## src/rtl/note_step_sequencer.sv

```systemverilog
// Step sequencer: plays a small pattern of frequency words with programmable step and gate length.
// Optional build macro SEQ_LOOP_EN: wrap to step 0 after seq_last instead of returning to IDLE.
module note_step_sequencer #(
  parameter int STEPS    = 8,
  parameter int FREQ_W   = 24,
  parameter int TICK_DIV = 50000,
  parameter int AW       = $clog2(STEPS)
) (
  input  logic              clk,
  input  logic              rst,
  input  logic              start,
  input  logic              stop,
  input  logic              wr_en,
  input  logic [AW-1:0]     wr_addr,
  input  logic [FREQ_W-1:0] wr_freq,
  input  logic              wr_rest,
  input  logic [AW-1:0]     seq_last,
  input  logic [7:0]        step_ticks,
  input  logic [7:0]        gate_ticks,
  output logic [FREQ_W-1:0] freq_out,
  output logic              gate_out,
  output logic [AW-1:0]     step_idx,
  output logic              step_strobe,
  output logic              running
);

  localparam int PW = $clog2(TICK_DIV);
  localparam logic [PW-1:0] PRESC_LAST = PW'(TICK_DIV - 1);

  typedef enum logic [1:0] {
    ST_IDLE     = 2'd0,
    ST_GATE_ON  = 2'd1,
    ST_GATE_OFF = 2'd2
  } state_t;

  state_t            state_r, state_s;
  logic [PW-1:0]     presc_r, presc_s;
  logic [7:0]        tick_cnt_r, tick_cnt_s;
  logic [FREQ_W-1:0] freq_out_r, freq_out_s;
  logic              gate_out_r, gate_out_s;
  logic [AW-1:0]     step_idx_r, step_idx_s;
  logic              step_strobe_r, step_strobe_s;
  logic              running_r;

  logic [FREQ_W-1:0] mem_freq_r [STEPS];
  logic              mem_rest_r [STEPS];

  logic              tick_s;
  logic [7:0]        eff_step_s;
  logic [8:0]        tick_next_s;
  logic              step_end_s;
  logic              gate_end_s;
  logic              enter_s;
  logic [AW-1:0]     enter_idx_s;

  assign tick_s      = (state_r != ST_IDLE) && (presc_r == PRESC_LAST);
  assign eff_step_s  = (step_ticks == 8'd0) ? 8'd1 : step_ticks;
  assign tick_next_s = {1'b0, tick_cnt_r} + 9'd1;
  assign step_end_s  = tick_s && (tick_next_s == {1'b0, eff_step_s});
  assign gate_end_s  = tick_s && (tick_next_s == {1'b0, gate_ticks}) && (gate_ticks < eff_step_s);

  // Pattern RAM: cleared on reset, written from the register bank in any state.
  always_ff @(posedge clk) begin
    if (rst) begin
      for (int i = 0; i < STEPS; i++) begin
        mem_freq_r[i] <= {FREQ_W{1'b0}};
        mem_rest_r[i] <= 1'b0;
      end
    end else if (wr_en) begin
      mem_freq_r[wr_addr] <= wr_freq;
      mem_rest_r[wr_addr] <= wr_rest;
    end
  end

  // Next-state and output decode; step entry overrides the per-state defaults.
  always_comb begin
    state_s       = state_r;
    presc_s       = presc_r;
    tick_cnt_s    = tick_cnt_r;
    freq_out_s    = freq_out_r;
    gate_out_s    = gate_out_r;
    step_idx_s    = step_idx_r;
    step_strobe_s = 1'b0;
    enter_s       = 1'b0;
    enter_idx_s   = {AW{1'b0}};

    if (stop) begin
      state_s    = ST_IDLE;
      gate_out_s = 1'b0;
      presc_s    = {PW{1'b0}};
      tick_cnt_s = 8'd0;
    end else if (start) begin
      enter_s     = 1'b1;
      enter_idx_s = {AW{1'b0}};
    end else begin
      case (state_r)
        ST_IDLE: begin
          gate_out_s = 1'b0;
        end
        ST_GATE_ON, ST_GATE_OFF: begin
          if (!tick_s) begin
            presc_s = presc_r + {{(PW-1){1'b0}}, 1'b1};
          end else if (step_end_s) begin
            presc_s = {PW{1'b0}};
            if (step_idx_r != seq_last) begin
              enter_s     = 1'b1;
              enter_idx_s = step_idx_r + {{(AW-1){1'b0}}, 1'b1};
            end else begin
`ifdef SEQ_LOOP_EN
              enter_s     = 1'b1;
              enter_idx_s = {AW{1'b0}};
`else
              state_s    = ST_IDLE;
              gate_out_s = 1'b0;
              tick_cnt_s = 8'd0;
`endif
            end
          end else begin
            presc_s    = {PW{1'b0}};
            tick_cnt_s = tick_next_s[7:0];
            if ((state_r == ST_GATE_ON) && gate_end_s) begin
              gate_out_s = 1'b0;
              state_s    = ST_GATE_OFF;
            end else begin
              gate_out_s = gate_out_r;
            end
          end
        end
        default: begin
          state_s    = ST_IDLE;
          gate_out_s = 1'b0;
          presc_s    = {PW{1'b0}};
          tick_cnt_s = 8'd0;
        end
      endcase
    end

    // Entry reads the RAM's current contents, so a same-cycle write is heard next visit.
    if (enter_s) begin
      step_idx_s    = enter_idx_s;
      freq_out_s    = mem_freq_r[enter_idx_s];
      step_strobe_s = 1'b1;
      tick_cnt_s    = 8'd0;
      presc_s       = {PW{1'b0}};
      gate_out_s    = !mem_rest_r[enter_idx_s] && (gate_ticks != 8'd0);
      state_s       = gate_out_s ? ST_GATE_ON : ST_GATE_OFF;
    end else begin
      step_strobe_s = 1'b0;
    end
  end

  // State, counters and registered outputs.
  always_ff @(posedge clk) begin
    if (rst) begin
      state_r       <= ST_IDLE;
      presc_r       <= {PW{1'b0}};
      tick_cnt_r    <= 8'd0;
      freq_out_r    <= {FREQ_W{1'b0}};
      gate_out_r    <= 1'b0;
      step_idx_r    <= {AW{1'b0}};
      step_strobe_r <= 1'b0;
      running_r     <= 1'b0;
    end else begin
      state_r       <= state_s;
      presc_r       <= presc_s;
      tick_cnt_r    <= tick_cnt_s;
      freq_out_r    <= freq_out_s;
      gate_out_r    <= gate_out_s;
      step_idx_r    <= step_idx_s;
      step_strobe_r <= step_strobe_s;
      running_r     <= (state_s != ST_IDLE);
    end
  end

  assign freq_out    = freq_out_r;
  assign gate_out    = gate_out_r;
  assign step_idx    = step_idx_r;
  assign step_strobe = step_strobe_r;
  assign running     = running_r;

endmodule

```

## config.mk

```make
export PLATFORM = sky130hd
export DESIGN_NAME = note_step_sequencer
export DESIGN_NICKNAME = d
export VERILOG_FILES = /design/src/rtl/note_step_sequencer.sv
export SDC_FILE = /design/constraint.sdc
export NUM_CORES = 1
export LEC_CHECK = 0
export ABC_AREA = 1
export CAP_MARGIN = 15
export CORE_UTILIZATION = 30
export DETAILED_ROUTE_END_ITERATION = 10
export GPL_ROUTABILITY_DRIVEN = 0
export MAX_ROUTING_LAYER = met4
export PLACE_DENSITY = 0.43
export SKIP_CTS_REPAIR_TIMING = 1
export SYNTH_ARGS = -nofsm -noshare
export SYNTH_HDL_FRONTEND = slang
export SYNTH_SLANG_ARGS = --single-unit
```

## constraint.sdc

```tcl
create_clock -name clk -period 2.8 [get_ports clk]
set_clock_uncertainty 0.15 [all_clocks]
set_input_delay 0.28 -clock clk [delete_from_list [all_inputs] [get_ports clk]]
set_output_delay 0.28 -clock clk [all_outputs]
set_load 0.05 [all_outputs]
```

==> results of run 1 <==
## stage by stage
step           worst slack (ns)  instances
3_3_place_gp             -0.240       2092
4_1_cts                 -0.0506       2148
6_report                  0.118       2167
2_1_floorplan             0.356       1434
5_1_grt                 -0.0366       2167
3_5_place_dp             -0.210       2092
## cells by family (layout without fill, tap and decap cells)
kind of cell | after synthesis | in the layout | share of synthesized area [%]
AO/OA/AOI/OAI | 137 | 137 | 5.80
XOR/XNOR | 16 | 16 | 1.25
adder cells (fa/ha/maj) | 13 | 13 | 1.32
buffers and inverters | 176 | 384 | 5.97
flip-flops | 256 | 256 | 57.7
AND/OR/NAND/NOR | 836 | 836 | 28.0
## sequential cells by signal (all words and copies together), names as in the netlist, 2 cells and up
| register | cells |
|---|---|
| tick_cnt_r | 8 |
| presc_r | 16 |
| state_r | 2 |
| mem_freq_r | 192 |
| step_idx | 3 |
| freq_out | 24 |
| mem_rest_r | 8 |
## power groups by stage
| stage | Clock, mW | Combinational, mW | Sequential [mW] |
|---|---|---|---|
| global placement | 0 | 0.820 | 4.46 |
| CTS | 4.03 | 0.822 | 4.38 |
| detailed placement | 0 | 0.819 | 4.46 |
| global route | 4.17 | 0.918 | 4.40 |
| floorplan | 0 | 0.342 | 4.52 |
| finish | 3.94 | 0.839 | 4.38 |
## cell type report
cell class                      count  share of cell area, %
Sequential cell                   256                   43.9
Multi-Input combinational cell   1002                   29.0
Timing Repair Buffer              225                   14.5
Clock buffer                       48                   5.59
Tap cell                          525                   4.04
Inverter                          103                   2.40
Clock inverter                      8                  0.539
## layer usage
layer | track usage (%) | up-vias | share of wire [%]
met5 | - | - | 0
met4 | 4.42 | 0 | 1.6
met3 | 2.40 | 47 | 5.4
met2 | 29.9 | 263 | 44
met1 | 28.8 | 4918 | 49
li1 | - | 5111 | -
## cells in the mapped netlist, types with 3 or more instances
library cell    n
buf_4           5
nor3b_1         4
nand2_2         3
dfxtp_1        56
nand3_1       154
buf_6           4
a21oi_1        68
buf_2          22
nor2_1        255
xnor2_1         8
nand2_1       382
inv_2           3
nand4_1         8
a211oi_1        6
nor4_1          6
nand3b_1        3
ha_1           13
inv_1          99
nor3_1          9
edfxtp_1      200
xor2_1          7
nor2_2          5
clkbuf_1       41
o21ai_1        22
o21ai_0        35
## worst register-to-register path, stage by stage, from the launching register on
cell	delay (ns)
dfxtp_2	0.33
ha_4	0.18
nand2_4	0.11
nand2_2	0.07
nand2_2	0.06
nand2_2	0.07
nor2_4	0.13
nand2_1	0.06
nor2_1	0.10
nand2_1	0.07
nor2_2	0.11
nand4_1	0.14
buf_6	0.17
buf_6	0.13
clkbuf_16	0.17
nand2_4	0.05
nand2_2	0.04
nand2_1	0.05
nand2_1	0.05
o21ai_2	0.14
buf_4	0.14
a21oi_2	0.05
## worst max-delay path by stage
| stage | start | endpoint | slack, ns | cells past startpoint |
|---|---|---|---|---|
| finish | tick_cnt_r[0] | freq_out[0] | 0.12 | 21 |
| global route | state_r[0] | freq_out[0] | -0.04 | 20 |
| CTS | tick_cnt_r[0] | freq_out[2] | -0.05 | 18 |
| detailed placement | step_ticks[7] | freq_out[2] | -0.21 | 16 |
| global placement | step_ticks[7] | freq_out[2] | -0.24 | 16 |
| floorplan | tick_cnt_r[0] | freq_out[10] | 0.36 | 18 |
==> results_dict.tcl, run 1 <==
set metrics [dict create \
    postLayoutCellArea_um2 16300 \
    die_h_um 205 \
    crit_required_ns 3.10 \
    p_per_area_nw_per_um2 563 \
    min_path_cells 2 \
    fin_nets 1683 \
    intPower_mw 6.99 \
    start_util_pct 30.7 \
    yosysWarnings 0 \
    ys.flop_type "edfxtp_1" \
    finalHoldViolations 0 \
    first_pass_iters 5 \
    vdd_drop_max_uv 463 \
    synth_seq_cells 256 \
    wl_mm 41.5 \
    p_sw_share_pct 23.7 \
    worst-path-buf-inv 4 \
    cap_violations 0 \
    multi_input_area_um2 4720 \
    netlist_instances 1434 \
    nFillCells 4084 \
    regArea_um2 7140 \
    final.period_utilization_pct 95.8 \
    rsz0062_at_grt "true" \
    crit_family "simple AND/OR/NAND/NOR gates" \
    hold_class "input port to register" \
    cpPeakStageDelay_ns 0.33 \
    die_x_um 205 \
    gr-usage-all-layers_pct 20.0 \
    worstRegToRegCells 21 \
    cts_root_buf "clkbuf_16" \
    synth_area_um2 12400 \
    power.switching_mw 2.17 \
    path_max_fanout 5 \
    path_cells "ha_4, nand2_4, nand2_2, nand2_2, nand2_2, nor2_4, nand2_1, nor2_1, nand2_1, nor2_2, nand4_1, buf_6, buf_6, clkbuf_16, nand2_4, nand2_2, nand2_1, nand2_1, o21ai_2, buf_4, a21oi_2" \
    antenna_found_initial 0 \
    layout_commonest_cell "nand2_1" \
    layout_common_cells "nand2_1, nor2_1, edfxtp_1" \
    clk_path_buf_depth 3 \
    hold_end "step_idx[2]" \
    synth_edf_count 200 \
    cts_inserted_buffers 30 \
    wl_per_cell_um 19.1 \
    cpMaxStageDelayCell "dfxtp_2" \
    drtIter0Drc 687 \
    rows 73 \
    clk_pin_slew_ns 0.06 \
    dieArea_um2 42000 \
    synth_top_area_share_pct 48.6 \
    syn_to_final_growth_pct 31.7 \
    overflow 0 \
    min_from "rst" \
    status "complete, no violations" \
    setup_viol_count_final 0 \
    clk_latency_ns 0.56 \
    cts_tree "done" \
    hold_ws_ns 0.318 \
    drc 0 \
    place_hpwl_mm 25.9 \
    synth_fp_nets 1499 \
    grt_pass1_vias 10200 \
    crit_type "register to register" \
    maxSlewViolCount 0 \
    arrival_ns 2.98 \
    cts_sinks 256 \
    synth_top_area_cell "edfxtp_1" \
    synth_cell_types 39 \
    min_period_ns 2.68 \
    htree_levels 1 \
    reg2reg_slack_ns 0.12 \
    startpoint_type "register" \
    viasPerCell 4.77 \
    fin_tns_setup_ns 0 \
    diodes 0 \
    p_seq_share_pct 47.8 \
    vias 10300 \
    grt_pass1_wl_mm 61.6 \
    combPwrFrac_pct 9.2 \
    placed_area_um2 14700 \
    cp-end-kind "register" \
    rr_startpoint "tick_cnt_r[0]" \
    p_leak_nw 6.81 \
    avgSynthCellArea_um2 8.61 \
    p_total_mw 9.16 \
    detail-route-antenna-nets 0 \
    port_buffers 81 \
    synth_area_leaders "edfxtp_1, nand2_1, dfxtp_1, nor2_1, nand3_1" \
    clock_power_share_pct 43.0 \
    coreArea_um2 40200 \
    io_pins 82 \
    async_reset_ff_share_pct 0 \
    worstMarginPinSlew_ns 0.686 \
    final_util_pct 40.5 \
    worst_r2r_endpoint "freq_out[0]" \
    drive_above_1_share_pct 16.2 \
    grt_max_degree 63 \
    slew-limit-headroom_pct 54.2 \
    fmax_ghz 0.373 \
    ys_seq_area_share_pct 57.7 \
]
No activity file was read; power rests on OpenSTA's default activity.
==> run 2: changes to the inputs <==
Settings changed: CORE_MARGIN set to 4.
Clock period 2.8 ns to 3.19 ns, I/O delays scaled along.
==> run 2 against run 1 <==
  * Routed wire length shrank 4.6%
  * Count of clock-buffer cells in the layout shrank 6
  * Hold slack gained 0.015 ns
  * Final area shrank 7.3%
  * First-iteration DRC count shrank 20%
  * Via count shrank 2.9%
  * Combinational power shrank 19%
  * Critical path depth shrank 3
  * Worst setup slack gained 0.12 ns
  * Total power shrank 16%
  * Final cell count shrank 3.4%
  * Sequential power shrank 12%
  * Critical path type unchanged
==> results_dict.tcl, run 2 (same netlist as run 1, synthesis figures left out) <==
set metrics [dict create \
    final.period_utilization_pct 92.5 \
    worstMarginPinSlew_ns 0.715 \
    start_util_pct 30.3 \
    clk_latency_ns 0.55 \
    clk_path_buf_depth 3 \
    cp-end-kind "register" \
    status "complete, no violations" \
    coreArea_um2 40700 \
    wl_per_cell_um 18.9 \
    place_hpwl_mm 25.1 \
    critPathLaunch "tick_cnt_r[0]" \
    gr-usage-all-layers_pct 17.7 \
    viasPerCell 4.80 \
    die_x_um 211 \
    hold_ws_ns 0.333 \
    overflow 0 \
    reg2reg_slack_ns 0.24 \
    antenna_found_initial 0 \
    layout_common_cells "nand2_1, nor2_1, edfxtp_1" \
    cts_root_buf "clkbuf_16" \
    wl_mm 39.6 \
    cap_violations 0 \
    p_leak_nw 6.24 \
    vdd_drop_max_uv 323 \
    cts_inserted_buffers 29 \
    setup.worst_path.end "freq_out[7]" \
    crit_type "register to register" \
    hold_class "register to register" \
    arrival_ns 3.24 \
    rr_startpoint "tick_cnt_r[0]" \
    diodes 0 \
    clk_pin_slew_ns 0.06 \
    cts_tree "done" \
    first_pass_iters 6 \
    drive_above_1_share_pct 8.07 \
    grt_max_degree 101 \
    fin_nets 1605 \
    rows 74 \
    vias 10000 \
    cts_sinks 256 \
    grt_pass1_vias 9746 \
    dieArea_um2 44500 \
    fin_tns_setup_ns 0 \
    rsz0062_at_grt "false" \
    drc 0 \
    die_h_um 211 \
    fmax_ghz 0.339 \
    maxSlewViolCount 0 \
    worst_r2r_endpoint "freq_out[7]" \
    largest_register_ffs 192 \
    setup_viol_count_final 0 \
    crit_required_ns 3.48 \
    grt_pass1_wl_mm 59.3 \
    port_buffers 81 \
    detail-route-antenna-nets 0 \
    io_pins 82 \
    syn_to_final_growth_pct 22.1 \
    path_max_fanout 38 \
    slew-limit-headroom_pct 52.3 \
    p_per_area_nw_per_um2 511 \
    min_period_ns 2.95 \
    htree_levels 1 \
    top_register "mem_freq_r" \
    finalHoldViolations 0 \
    layout_commonest_cell "nand2_1" \
    startpoint_type "register" \
    worstRegToRegCells 18 \
    drtIter0Drc 547 \
]
==> run 2: power by group <==
part | total [mW] | internal, mW | switching (mW)
logic | 0.679 | 0.223 | 0.456
clock network | 3.20 | 1.85 | 1.34
registers | 3.84 | 3.78 | 0.0582
==> run 2: worst max-delay path: stages (launching register included) <==
cell and delay (ns):
dfxtp_1 0.32, ha_1 0.23, nand2_2 0.14, inv_1 0.05, nand2_1 0.08, nand2_1 0.12, nand2_1 0.11, nand2_1 0.08
inv_1 0.07, nand2_1 0.05, nor2_1 0.12, nand3_2 0.13, nor2_4 0.23, nand2_2 0.12, buf_4 0.30, nand2_1 0.14
nand3_1 0.15, o21ai_1 0.15, a21oi_1 0.08
==> run 2: metal layers <==
layer  part of all wire, %  up-vias  GRT usage (%)
met1                    49     4775           24.8
met3                   4.5       67           2.70
li1                      -     4958              -
met2                    44      244           27.0
met4                   2.5        0           4.29
met5                     0        -              -
==> run 2: how the worst min path moves through the flow <==
stage	start	endpoint	slack (ns)	depth (start not counted)
floorplan	rst	gate_out	0.24	1
global placement	tick_cnt_r[4]	tick_cnt_r[4]	0.32	2
detailed placement	tick_cnt_r[4]	tick_cnt_r[4]	0.32	2
CTS	tick_cnt_r[4]	tick_cnt_r[4]	0.33	2
global route	tick_cnt_r[4]	tick_cnt_r[4]	0.34	2
finish	tick_cnt_r[4]	tick_cnt_r[4]	0.33	2
==> run 2: cell type report <==
type	instances	area [um2]
Clock buffer	42	785
Clock inverter	11	100
Fill cell	4225	25700
Inverter	103	390
Multi-Input combinational cell	1002	4510
Sequential cell	256	7130
Tap cell	532	666
Timing Repair Buffer	148	1500
==> run 2: metrics by stage <==
step	util [%]	power, mW	area, um2	cells	worst slack [ns]
after global routing	37.0	8.02	15100	2094	0.00473
after global placement	34.5	4.59	14100	2034	0.105
after CTS	36.7	7.80	14900	2087	0.215
after floorplan	-	4.27	12400	1434	0.746
final	37.0	7.71	15100	2094	0.239
after detailed placement	34.5	4.59	14100	2034	0.0551
